==> config.mk <==
export PLATFORM = sky130hd
export DESIGN_NAME = keypad_code_lock
export DESIGN_NICKNAME = d
export VERILOG_FILES = /design/src/rtl/keypad_pkg.sv /design/src/rtl/keypad_event_detect.sv /design/src/rtl/keypad_code_lock.sv
export SDC_FILE = /design/constraint.sdc
export NUM_CORES = 1
export LEC_CHECK = 0
export ABC_CLOCK_PERIOD_IN_PS = 2750
export CAP_MARGIN = 20
export CORE_ASPECT_RATIO = 0.75
export CORE_MARGIN = 5
export CORE_UTILIZATION = 30
export CTS_BUF_LIST = sky130_fd_sc_hd__clkbuf_8
export DETAILED_ROUTE_END_ITERATION = 7
export PLACE_DENSITY = 0.56
export SYNTH_ARGS = -nofsm -noshare
export SYNTH_HDL_FRONTEND = slang
export SYNTH_HIERARCHICAL = 1
export SYNTH_SLANG_ARGS = --single-unit
==> constraint.sdc <==
create_clock -name ph1 -period 2.75 [get_ports ph1]
set_input_delay 0.55 -clock ph1 [delete_from_list [all_inputs] [get_ports ph1]]
set_output_delay 0.55 -clock ph1 [all_outputs]
set_load 0.01 [all_outputs]
==> src/rtl/keypad_pkg.sv <==
// Shared key codes, lock states and key classification for the keypad code lock.
package keypad_pkg;

  localparam logic [3:0] KEY_CLEAR = 4'hA;
  localparam logic [3:0] KEY_ENTER = 4'hB;
  localparam logic [3:0] KEY_PROG  = 4'hC;

  typedef enum logic [2:0] {
    ENTRY,
    CHECK,
    OPEN,
    LOCKOUT,
    PROGRAM
  } lock_state_e;

  function automatic logic is_digit(input logic [3:0] key);
    return key <= 4'd9;
  endfunction

endpackage

==> src/rtl/keypad_event_detect.sv <==
// Turns the scanner's digit pair into one-cycle key events and its slowtimer into ticks.
module keypad_event_detect (
  input  logic       clk,
  input  logic       rst_n,
  input  logic [3:0] current_digit,
  input  logic [3:0] last_digit,
  input  logic       slowtimer,
  output logic       key_valid,
  output logic [3:0] key_code,
  output logic       tick
);

  logic [7:0] pair_q, pair_d;
  logic       primed_q, primed_d;
  logic       valid_q, valid_d;
  logic [3:0] code_q, code_d;
  logic       slow_q, slow_d;

  // The first edge after reset only loads the pair, so a stale key is never replayed.
  always_comb begin
    pair_d   = {current_digit, last_digit};
    primed_d = 1'b1;
    valid_d  = primed_q && (pair_d != pair_q);
    code_d   = current_digit;
    slow_d   = slowtimer;
  end

  always_ff @(posedge clk or negedge rst_n) begin
    if (!rst_n) begin
      pair_q   <= '0;
      primed_q <= 1'b0;
      valid_q  <= 1'b0;
      code_q   <= '0;
      slow_q   <= 1'b0;
    end else begin
      pair_q   <= pair_d;
      primed_q <= primed_d;
      valid_q  <= valid_d;
      code_q   <= code_d;
      slow_q   <= slow_d;
    end
  end

  assign key_valid = valid_q;
  assign key_code  = code_q;
  assign tick      = primed_q && slowtimer && !slow_q;

endmodule

==> src/rtl/keypad_code_lock.sv <==
// Combination-lock controller fed by keypad scanner events.
// Define KEYPAD_CODE_PROGRAM_EN to allow reprogramming the code from the open window.
module keypad_code_lock
  import keypad_pkg::*;
#(
  parameter int                  DIGITS        = 4,
  parameter int                  MAX_TRIES     = 3,
  parameter int                  OPEN_TICKS    = 8,
  parameter int                  LOCKOUT_TICKS = 16,
  parameter logic [DIGITS*4-1:0] RESET_CODE    = 16'h1234
) (
  input  logic       ph1,
  input  logic       reset,
  input  logic [3:0] currentDigit,
  input  logic [3:0] lastDigit,
  input  logic       slowtimer,
  output logic       unlocked,
  output logic       locked_out,
  output logic       bad_code,
  output logic [3:0] entry_count,
  output logic       key_event
);

  localparam int BW        = DIGITS * 4;
  localparam int MAX_TICKS = (OPEN_TICKS > LOCKOUT_TICKS) ? OPEN_TICKS : LOCKOUT_TICKS;
  localparam int TW        = $clog2(MAX_TICKS + 1);
  localparam int FW        = $clog2(MAX_TRIES + 1);

  localparam logic [3:0]    FULL   = 4'(DIGITS);
  localparam logic [TW-1:0] OPEN_T = TW'(OPEN_TICKS);
  localparam logic [TW-1:0] LOCK_T = TW'(LOCKOUT_TICKS);
  localparam logic [TW-1:0] SAT_T  = TW'(MAX_TICKS);
  localparam logic [FW-1:0] TRIES  = FW'(MAX_TRIES);

  logic          key_valid;
  logic [3:0]    key_code;
  logic          tick;

  lock_state_e   state_q, state_d;
  logic [BW-1:0] buf_q, buf_d;
  logic [3:0]    count_q, count_d;
  logic [FW-1:0] fail_q, fail_d;
  logic [TW-1:0] tcnt_q, tcnt_d;
  logic          unlocked_q, unlocked_d;
  logic          locked_out_q, locked_out_d;
  logic          bad_code_q, bad_code_d;
  logic          key_event_q, key_event_d;
  logic [TW-1:0] tcnt_inc;
  logic          open_done, lock_done;
  logic [BW-1:0] code;

`ifdef KEYPAD_CODE_PROGRAM_EN
  logic [BW-1:0] code_q, code_d;
  assign code = code_q;
`else
  assign code = RESET_CODE;
`endif

  keypad_event_detect u_event_detect (
    .clk          (ph1),
    .rst_n        (reset),
    .current_digit(currentDigit),
    .last_digit   (lastDigit),
    .slowtimer    (slowtimer),
    .key_valid    (key_valid),
    .key_code     (key_code),
    .tick         (tick)
  );

  always_comb begin
    state_d     = state_q;
    buf_d       = buf_q;
    count_d     = count_q;
    fail_d      = fail_q;
    tcnt_d      = tcnt_q;
    bad_code_d  = 1'b0;
    key_event_d = key_valid;
`ifdef KEYPAD_CODE_PROGRAM_EN
    code_d      = code_q;
`endif
    tcnt_inc    = tcnt_q + TW'(1);
    open_done   = tick && (tcnt_inc == OPEN_T);
    lock_done   = tick && (tcnt_inc == LOCK_T);
    if (tick && (tcnt_q != SAT_T)) tcnt_d = tcnt_inc;

    case (state_q)
      ENTRY: begin
        if (key_valid) begin
          if (is_digit(key_code)) begin
            buf_d = {buf_q[BW-5:0], key_code};
            if (count_q < FULL) count_d = count_q + 4'd1;
          end else if (key_code == KEY_CLEAR) begin
            buf_d   = '0;
            count_d = '0;
          end else if (key_code == KEY_ENTER) begin
            state_d = CHECK;
          end
        end
      end
      CHECK: begin
        buf_d   = '0;
        count_d = '0;
        if ((count_q == FULL) && (buf_q == code)) begin
          fail_d  = '0;
          state_d = OPEN;
        end else begin
          bad_code_d = 1'b1;
          fail_d     = fail_q + FW'(1);
          state_d    = (fail_d == TRIES) ? LOCKOUT : ENTRY;
        end
      end
      OPEN: begin
        if (open_done || (key_valid && (key_code == KEY_CLEAR))) begin
          state_d = ENTRY;
`ifdef KEYPAD_CODE_PROGRAM_EN
        end else if (key_valid && (key_code == KEY_PROG)) begin
          state_d = PROGRAM;
`endif
        end
      end
      LOCKOUT: begin
        if (lock_done) begin
          fail_d  = '0;
          state_d = ENTRY;
        end
      end
`ifdef KEYPAD_CODE_PROGRAM_EN
      // New digits beyond a full buffer are ignored; only a full buffer can be committed.
      PROGRAM: begin
        if (open_done || (key_valid && (key_code == KEY_CLEAR))) begin
          buf_d   = '0;
          count_d = '0;
          state_d = ENTRY;
        end else if (key_valid) begin
          if (is_digit(key_code) && (count_q < FULL)) begin
            buf_d   = {buf_q[BW-5:0], key_code};
            count_d = count_q + 4'd1;
          end else if ((key_code == KEY_ENTER) && (count_q == FULL)) begin
            code_d  = buf_q;
            buf_d   = '0;
            count_d = '0;
            state_d = ENTRY;
          end
        end
      end
`endif
      default: state_d = ENTRY;
    endcase

    if (state_d != state_q) tcnt_d = '0;
    unlocked_d   = (state_d == OPEN) || (state_d == PROGRAM);
    locked_out_d = (state_d == LOCKOUT);
  end

  always_ff @(posedge ph1 or negedge reset) begin
    if (!reset) begin
      state_q      <= ENTRY;
      buf_q        <= '0;
      count_q      <= '0;
      fail_q       <= '0;
      tcnt_q       <= '0;
      unlocked_q   <= 1'b0;
      locked_out_q <= 1'b0;
      bad_code_q   <= 1'b0;
      key_event_q  <= 1'b0;
    end else begin
      state_q      <= state_d;
      buf_q        <= buf_d;
      count_q      <= count_d;
      fail_q       <= fail_d;
      tcnt_q       <= tcnt_d;
      unlocked_q   <= unlocked_d;
      locked_out_q <= locked_out_d;
      bad_code_q   <= bad_code_d;
      key_event_q  <= key_event_d;
    end
  end

`ifdef KEYPAD_CODE_PROGRAM_EN
  always_ff @(posedge ph1 or negedge reset) begin
    if (!reset) code_q <= RESET_CODE;
    else        code_q <= code_d;
  end
`endif

  assign unlocked    = unlocked_q;
  assign locked_out  = locked_out_q;
  assign bad_code    = bad_code_q;
  assign entry_count = count_q;
  assign key_event   = key_event_q;

endmodule

==> flow_summary.toml, run 1 <==
[run_status]
outcome = "finished, final reports clean"

[clocking]
cts_hold_buf = 0
cts_tree = "built"
ctsRootBufferMaster = "clkbuf_8"
htreeDepth = 2
insertion_delay_ns = 0.30
cts-buffers-inserted = 5
clock_path_buffers = 2
path_clk_slew_ns = 0.08
cts_repair_resize_count = 0
cts_sinks = 45
post_cts_buffers = 0

[synthesis]
synth-seq-cells = 45
yosysSeqAreaShare_pct = 52.2
synth_nets = 227
syn_area_mm2 = 0.00216
syn-mean-instance-area_um2 = 10.3
ys_types = 46
syn_inst = 210
ys_async_sr_fraction_pct = 100
ys_warn_count = 6
synth_edf_count = 0
synthFlopType = "dfrtp_1"

[finish]
diodes = 0
layout.area.seq_mm2 = 0.00113
multiInputGateArea_um2 = 933
fin_area_mm2 = 0.00254
drive_above_1_share_pct = 10.4
nNetsFinal = 247
mostFrequentLayoutCell = "dfrtp_1"
fill_cells = 751
syn2layout_area_growth_pct = 17.8
final_cell_mix = "dfrtp_1 (45), nand2_1 (36), o21ai_0 (18), clkdlybuf4s50_1 (17)"

[power]
p_leak_nw = 1.09
powerDensity_mw_per_mm2 = 608
vdd_drop_max_mv = 0.315

[floorplan]
coreArea_mm2 = 0.00690
initial_core_util_pct = 31.3
die_width_um = 108
dieHeight_um = 83.4
rows = 26
design.die.area_mm2 = 0.00900
pin_count = 19

[timing]
setup_viol = 0
fin_ws_ns = 0.553
relSlewSlack_pct = 62.2
skew_ns = 0.00827
fmax_ghz = 0.455
worstMarginPinSlew_ns = 0.566
slew_violations = 0
period_minus_slack_ns = 2.20
fin_setup_tns_ns = 0
rsz0062_at_grt = "no"
post-route-period-util_pct = 79.9
hold_violations = 0

[worst_setup_path]
reg2regPathDepth = 7
worstSetupPathType = "flip-flop to flip-flop"
end_kind = "flip-flop"
reg2reg_slack_ns = 0.55
worstReg2RegEnd = "unlocked"
r2r_start = "entry_count[0]"
critPathArrivalTime_ns = 2.39
required_ns = 2.94
startpoint_type = "flip-flop"
crit_fanout = 4

[global_route]
antenna_found_initial = 0
grt_pass1_vias = 1566
gr-total-overflow = 0
grt_start_max_net_pins = 46
grt_pass1_wl_um = 7360
grt_use_total_pct = 10.2

[route]
drt_first_pass_iters = 4
vias = 1515
ant_nets = 0
drc = 0
wl_per_cell_um = 12.4
drt-vias-per-instance = 4.62
drt_wl_total_um = 4080
drt_iter0_drc = 62

[hold_path]
min-delay-path-class = "input port to asynchronous set/reset pin"

[place]
pre_cts_ws_ns = 0.399
dpl.hpwl_um = 2960
placed_cell_area_mm2 = 0.00244
io_buffers = 18
place_congestion = 0.785

[flow_run]
maxCapViolCount = 0
-- sequential cells by signal (all words and copies together) (netlist names) --
| register | cells |
|---|---|
| u_event_detect/primed_q | 1 |
| locked_out | 1 |
| state_q | 3 |
| u_event_detect/pair_q | 4 |
| key_event | 1 |
| bad_code | 1 |
| u_event_detect/key_valid | 1 |
| unlocked | 1 |
| u_event_detect/key_code | 4 |
| entry_count | 4 |
| tcnt_q | 5 |
| buf_q | 16 |
| u_event_detect/slow_q | 1 |
| fail_q | 2 |
-- per-layer routing --
metal / part of all wire (%) / track usage, %
met5: 0 / 0
met4: 1.7 / 3.78
met3: 3.3 / 2.79
met2: 40 / 14.0
met1: 55 / 15.0
-- where the power goes --
group,switching [mW],leakage (nW),internal [mW]
logic,0.134,0.451,0.129
clock network,0.218,0.0540,0.264
registers,0.0649,0.582,0.734
total,0.417,1.09,1.13
-- synth_stat cells, types with 2 or more instances --
| library cell | number | area share (%) |
|---|---|---|
| nand4b_1 | 2 | 0.81 |
| nand2b_1 | 5 | 1.5 |
| nor3_1 | 2 | 0.46 |
| xnor2_1 | 3 | 1.2 |
| buf_2 | 2 | 0.46 |
| o32ai_1 | 2 | 0.81 |
| nand4_1 | 3 | 0.87 |
| nor2_1 | 9 | 1.6 |
| clkbuf_1 | 4 | 0.70 |
| a21oi_1 | 5 | 1.2 |
| nand2_1 | 36 | 6.3 |
| ha_1 | 6 | 3.5 |
| inv_1 | 11 | 1.9 |
| buf_4 | 4 | 1.4 |
| or2_2 | 2 | 0.58 |
| conb_1 | 2 | 0.35 |
| o21ai_0 | 18 | 4.2 |
| a211oi_1 | 2 | 0.70 |
| or4b_1 | 2 | 0.93 |
| dfrtp_1 | 45 | 52 |
| xor2_1 | 11 | 4.5 |
| nand3_1 | 3 | 0.70 |
| nor4_1 | 8 | 2.3 |
-- per-stage QoR --
stage	hold WS [ns]	utilization, %	power (mW)	instances
5_1_grt	0.375	36.8	1.65	328
4_1_cts	0.343	36.8	1.57	328
2_1_floorplan	0.254	-	0.956	210
3_5_place_dp	0.403	35.3	1.08	321
3_3_place_gp	0.401	35.3	1.07	321
6_report	0.316	36.8	1.54	328
-- worst max-delay path by stage --
stage,slack [ns],cells after the start,end,startpoint
final,0.55,7,unlocked,entry_count[0]
after global routing,0.40,7,unlocked,entry_count[0]
after CTS,0.54,7,unlocked,entry_count[0]
after detailed placement,0.40,8,tcnt_q[1],slowtimer
after global placement,0.43,8,tcnt_q[2],slowtimer
after floorplan,0.67,7,tcnt_q[0],entry_count[0]
-- worst max-delay path, cell delays in order, from the launching register on --
cell	delay (ns)
dfrtp_1	0.42
inv_1	0.10
ha_1	0.15
or4b_4	0.47
nor4_4	0.32
a21oi_2	0.16
a21o_1	0.24
a211oi_1	0.24
-- kinds of logic (layout without fill, tap and decap cells) --
| group | count (synthesis) | count (layout) | synth area share, % |
|---|---|---|---|
| buffers and inverters | 21 | 41 | 4.47 |
| multiplexers | 1 | 1 | 0.464 |
| XOR/XNOR | 14 | 14 | 5.69 |
| AND/OR/NAND/NOR | 80 | 80 | 19.6 |
| flip-flops | 45 | 45 | 52.2 |
| adder cells (fa/ha/maj) | 6 | 6 | 3.48 |
| AO/OA/AOI/OAI | 41 | 41 | 13.7 |
| other | 2 | 2 | 0.348 |
-- final cells by class --
| cell class | count | share of cell area [%] |
|---|---|---|
| multi-input combinational | 144 | 36.7 |
| timing repair buffer | 23 | 8.37 |
| inverter | 11 | 1.63 |
| clock inverter | 2 | 1.38 |
| sequential | 45 | 44.3 |
| tap | 98 | 4.83 |
| clock buffer | 5 | 2.71 |
No activity file was read; power rests on OpenSTA's default activity.
==> run 2, diff against run 1 <==
--- a/config.mk
+++ b/config.mk
@@ -5,14 +5,14 @@
 export SDC_FILE = /design/constraint.sdc
 export NUM_CORES = 1
 export LEC_CHECK = 0
-export ABC_CLOCK_PERIOD_IN_PS = 2750
+export ABC_CLOCK_PERIOD_IN_PS = 1910
 export CAP_MARGIN = 20
 export CORE_ASPECT_RATIO = 0.75
 export CORE_MARGIN = 5
 export CORE_UTILIZATION = 30
 export CTS_BUF_LIST = sky130_fd_sc_hd__clkbuf_8
 export DETAILED_ROUTE_END_ITERATION = 7
-export PLACE_DENSITY = 0.56
+export PLACE_DENSITY = 0.58
 export SYNTH_ARGS = -nofsm -noshare
 export SYNTH_HDL_FRONTEND = slang
 export SYNTH_HIERARCHICAL = 1
==> constraint.sdc (replaced) <==
create_clock -name ph1 -period 1.91 [get_ports ph1]
set_input_delay 0.382 -clock ph1 [delete_from_list [all_inputs] [get_ports ph1]]
set_output_delay 0.382 -clock ph1 [all_outputs]
set_load 0.01 [all_outputs]
==> flow_summary.toml, run 2 (synthesized netlist as in run 1, its figures left out) <==
[global_route]
grt_util_met3_pct = 2.71
gr-total-overflow = 0
antenna_found_initial = 0
grtUsageMet1_pct = 15.7
grt_use_total_pct = 10.3
met2_usage_pct = 13.5
grt_pass1_wl_um = 7460
grt_pass1_vias = 1551
busiest_layer = "met1"
grt_start_max_net_pins = 46

[clocking]
cts-buffers-inserted = 5
cts_tree = "built"
clock_path_buffers = 2
cts_sinks = 45
path_clk_slew_ns = 0.08
insertion_delay_ns = 0.29
ctsRootBufferMaster = "clkbuf_8"
htreeDepth = 2

[power]
powerDensity_mw_per_mm2 = 815
p_leak_nw = 1.19
vdd_drop_max_mv = 0.517

[worst_setup_path]
critPathArrivalTime_ns = 2.16
critPathTopFamily = "simple AND/OR/NAND/NOR gates"
end_kind = "flip-flop"
cp_cell_sequence = "inv_2, ha_1, or4b_4, nor4_4, a21oi_2, a21o_1, or2_1"
startpoint_type = "flip-flop"
path_buf_inv = 1
slowest_stage = "or4b_4"
required_ns = 2.09
worstSetupPathType = "flip-flop to flip-flop"
cp_slowest_stage_delay_ns = 0.48
crit_fanout = 3

[timing]
worstMarginPinSlew_ns = 0.611
post-route-period-util_pct = 104
skew_ns = 0.00500
hold_violations = 0
period_minus_slack_ns = 1.98
relSlewSlack_pct = 59.3
setup_viol = 7
fin_ws_ns = -0.0677
whs_ns = 0.170
fmax_ghz = 0.506
slew_violations = 0
rsz0062_at_grt = "yes"

[route]
drt_iter0_drc = 55
ant_nets = 0
drc = 0
drt_wl_total_um = 4320
drt-vias-per-instance = 4.51
drt_first_pass_iters = 4
wl_per_cell_um = 12.4
vias = 1571

[finish]
top_register = "buf_q"
final_cell_mix = "dfrtp_1 (45), nand2_1 (36), buf_4 (26), o21ai_0 (18), clkdlybuf4s50_1 (17)"
largest_register_ffs = 16
fill_cells = 716
mostFrequentLayoutCell = "dfrtp_1"
top_regs = "buf_q: 16 flops, tcnt_q: 5 flops"
drive_above_1_share_pct = 20.0
final_cells = 348
nNetsFinal = 268
syn2layout_area_growth_pct = 24.4
diodes = 0

[hold_path]
min-delay-path-class = "input port to asynchronous set/reset pin"

[run_status]
outcome = "complete, but fails checks"
failed_checks = "setup timing"

[floorplan]
pin_count = 19
design.die.area_mm2 = 0.00900
rows = 26
coreArea_mm2 = 0.00690
dieHeight_um = 83.4
initial_core_util_pct = 31.3
die_width_um = 108

[place]
pre_cts_ws_ns = -0.204
place_inst = 339
place_congestion = 0.794
dpl.hpwl_um = 3070
io_buffers = 18

[flow_run]
maxCapViolCount = 0
==> run 2: worst register-to-register path: stages (launching register included) <==
cell and delay [ns]:
dfrtp_1 0.39, inv_2 0.07, ha_1 0.14, or4b_4 0.48, nor4_4 0.20, a21oi_2 0.14
a21o_1 0.24, or2_1 0.21
==> run 2: final timing paths <==
path / slack, ns / start / cells past startpoint / end
setup reg to reg: -0.07 / entry_count[0] / 7 / state_q[0]
hold / removal: 0.17 / reset / 2 / u_event_detect/pair_q[0]
max in group asynchronous: 1.36 / reset / 2 / buf_q[11]
min in group ph1: 0.41 / u_event_detect/key_valid / 0 / key_event
hold reg to reg: 0.41 / u_event_detect/key_valid / 0 / key_event
setup / recovery: -0.07 / entry_count[0] / 7 / state_q[0]
==> run 2: stage by stage <==
step / utilization [%] / setup TNS (ns) / total power, mW / area (um^2)
3_5_place_dp: 37.3 / -1.64 / 1.61 / 2570
6_report: 38.9 / -0.226 / 2.18 / 2680
3_3_place_gp: 37.3 / -0.945 / 1.61 / 2570
4_1_cts: 38.6 / -0.265 / 2.18 / 2660
5_1_grt: 38.9 / -1.28 / 2.32 / 2680
2_1_floorplan: - / 0 / 1.38 / 2160
==> run 2: metal layers <==
metal	vias up	routed length, um
met5	-	0
met4	0	57
met3	7	240
met2	39	1740
met1	732	2290
li1	793	-
==> run 2: final cells by class <==
class / instances / area (um^2) / area share, %
timing repair buffer: 44 / 370 / 13.8
tap: 98 / 123 / 4.57
multi-input combinational: 144 / 947 / 35.3
sequential: 45 / 1130 / 42.0
inverter: 11 / 41.3 / 1.54
clock buffer: 5 / 68.8 / 2.57
clock inverter: 1 / 5.00 / 0.187
==> run 2: power breakdown <==
group / internal [mW] / leakage [nW] / switching [mW]
clock network: 0.241 / 0.0399 / 0.297
registers: 1.06 / 0.582 / 0.0802
logic: 0.273 / 0.565 / 0.237
total: 1.57 / 1.19 / 0.614
==> run 2: timing repair <==
item                                    CTS  global route
endpoints found under the setup margin    7            24
resized for setup                         2             3
pin swaps                                 0             1
hold buffers                              0             0
cloned                                    0             0
buffers inserted                          1             2
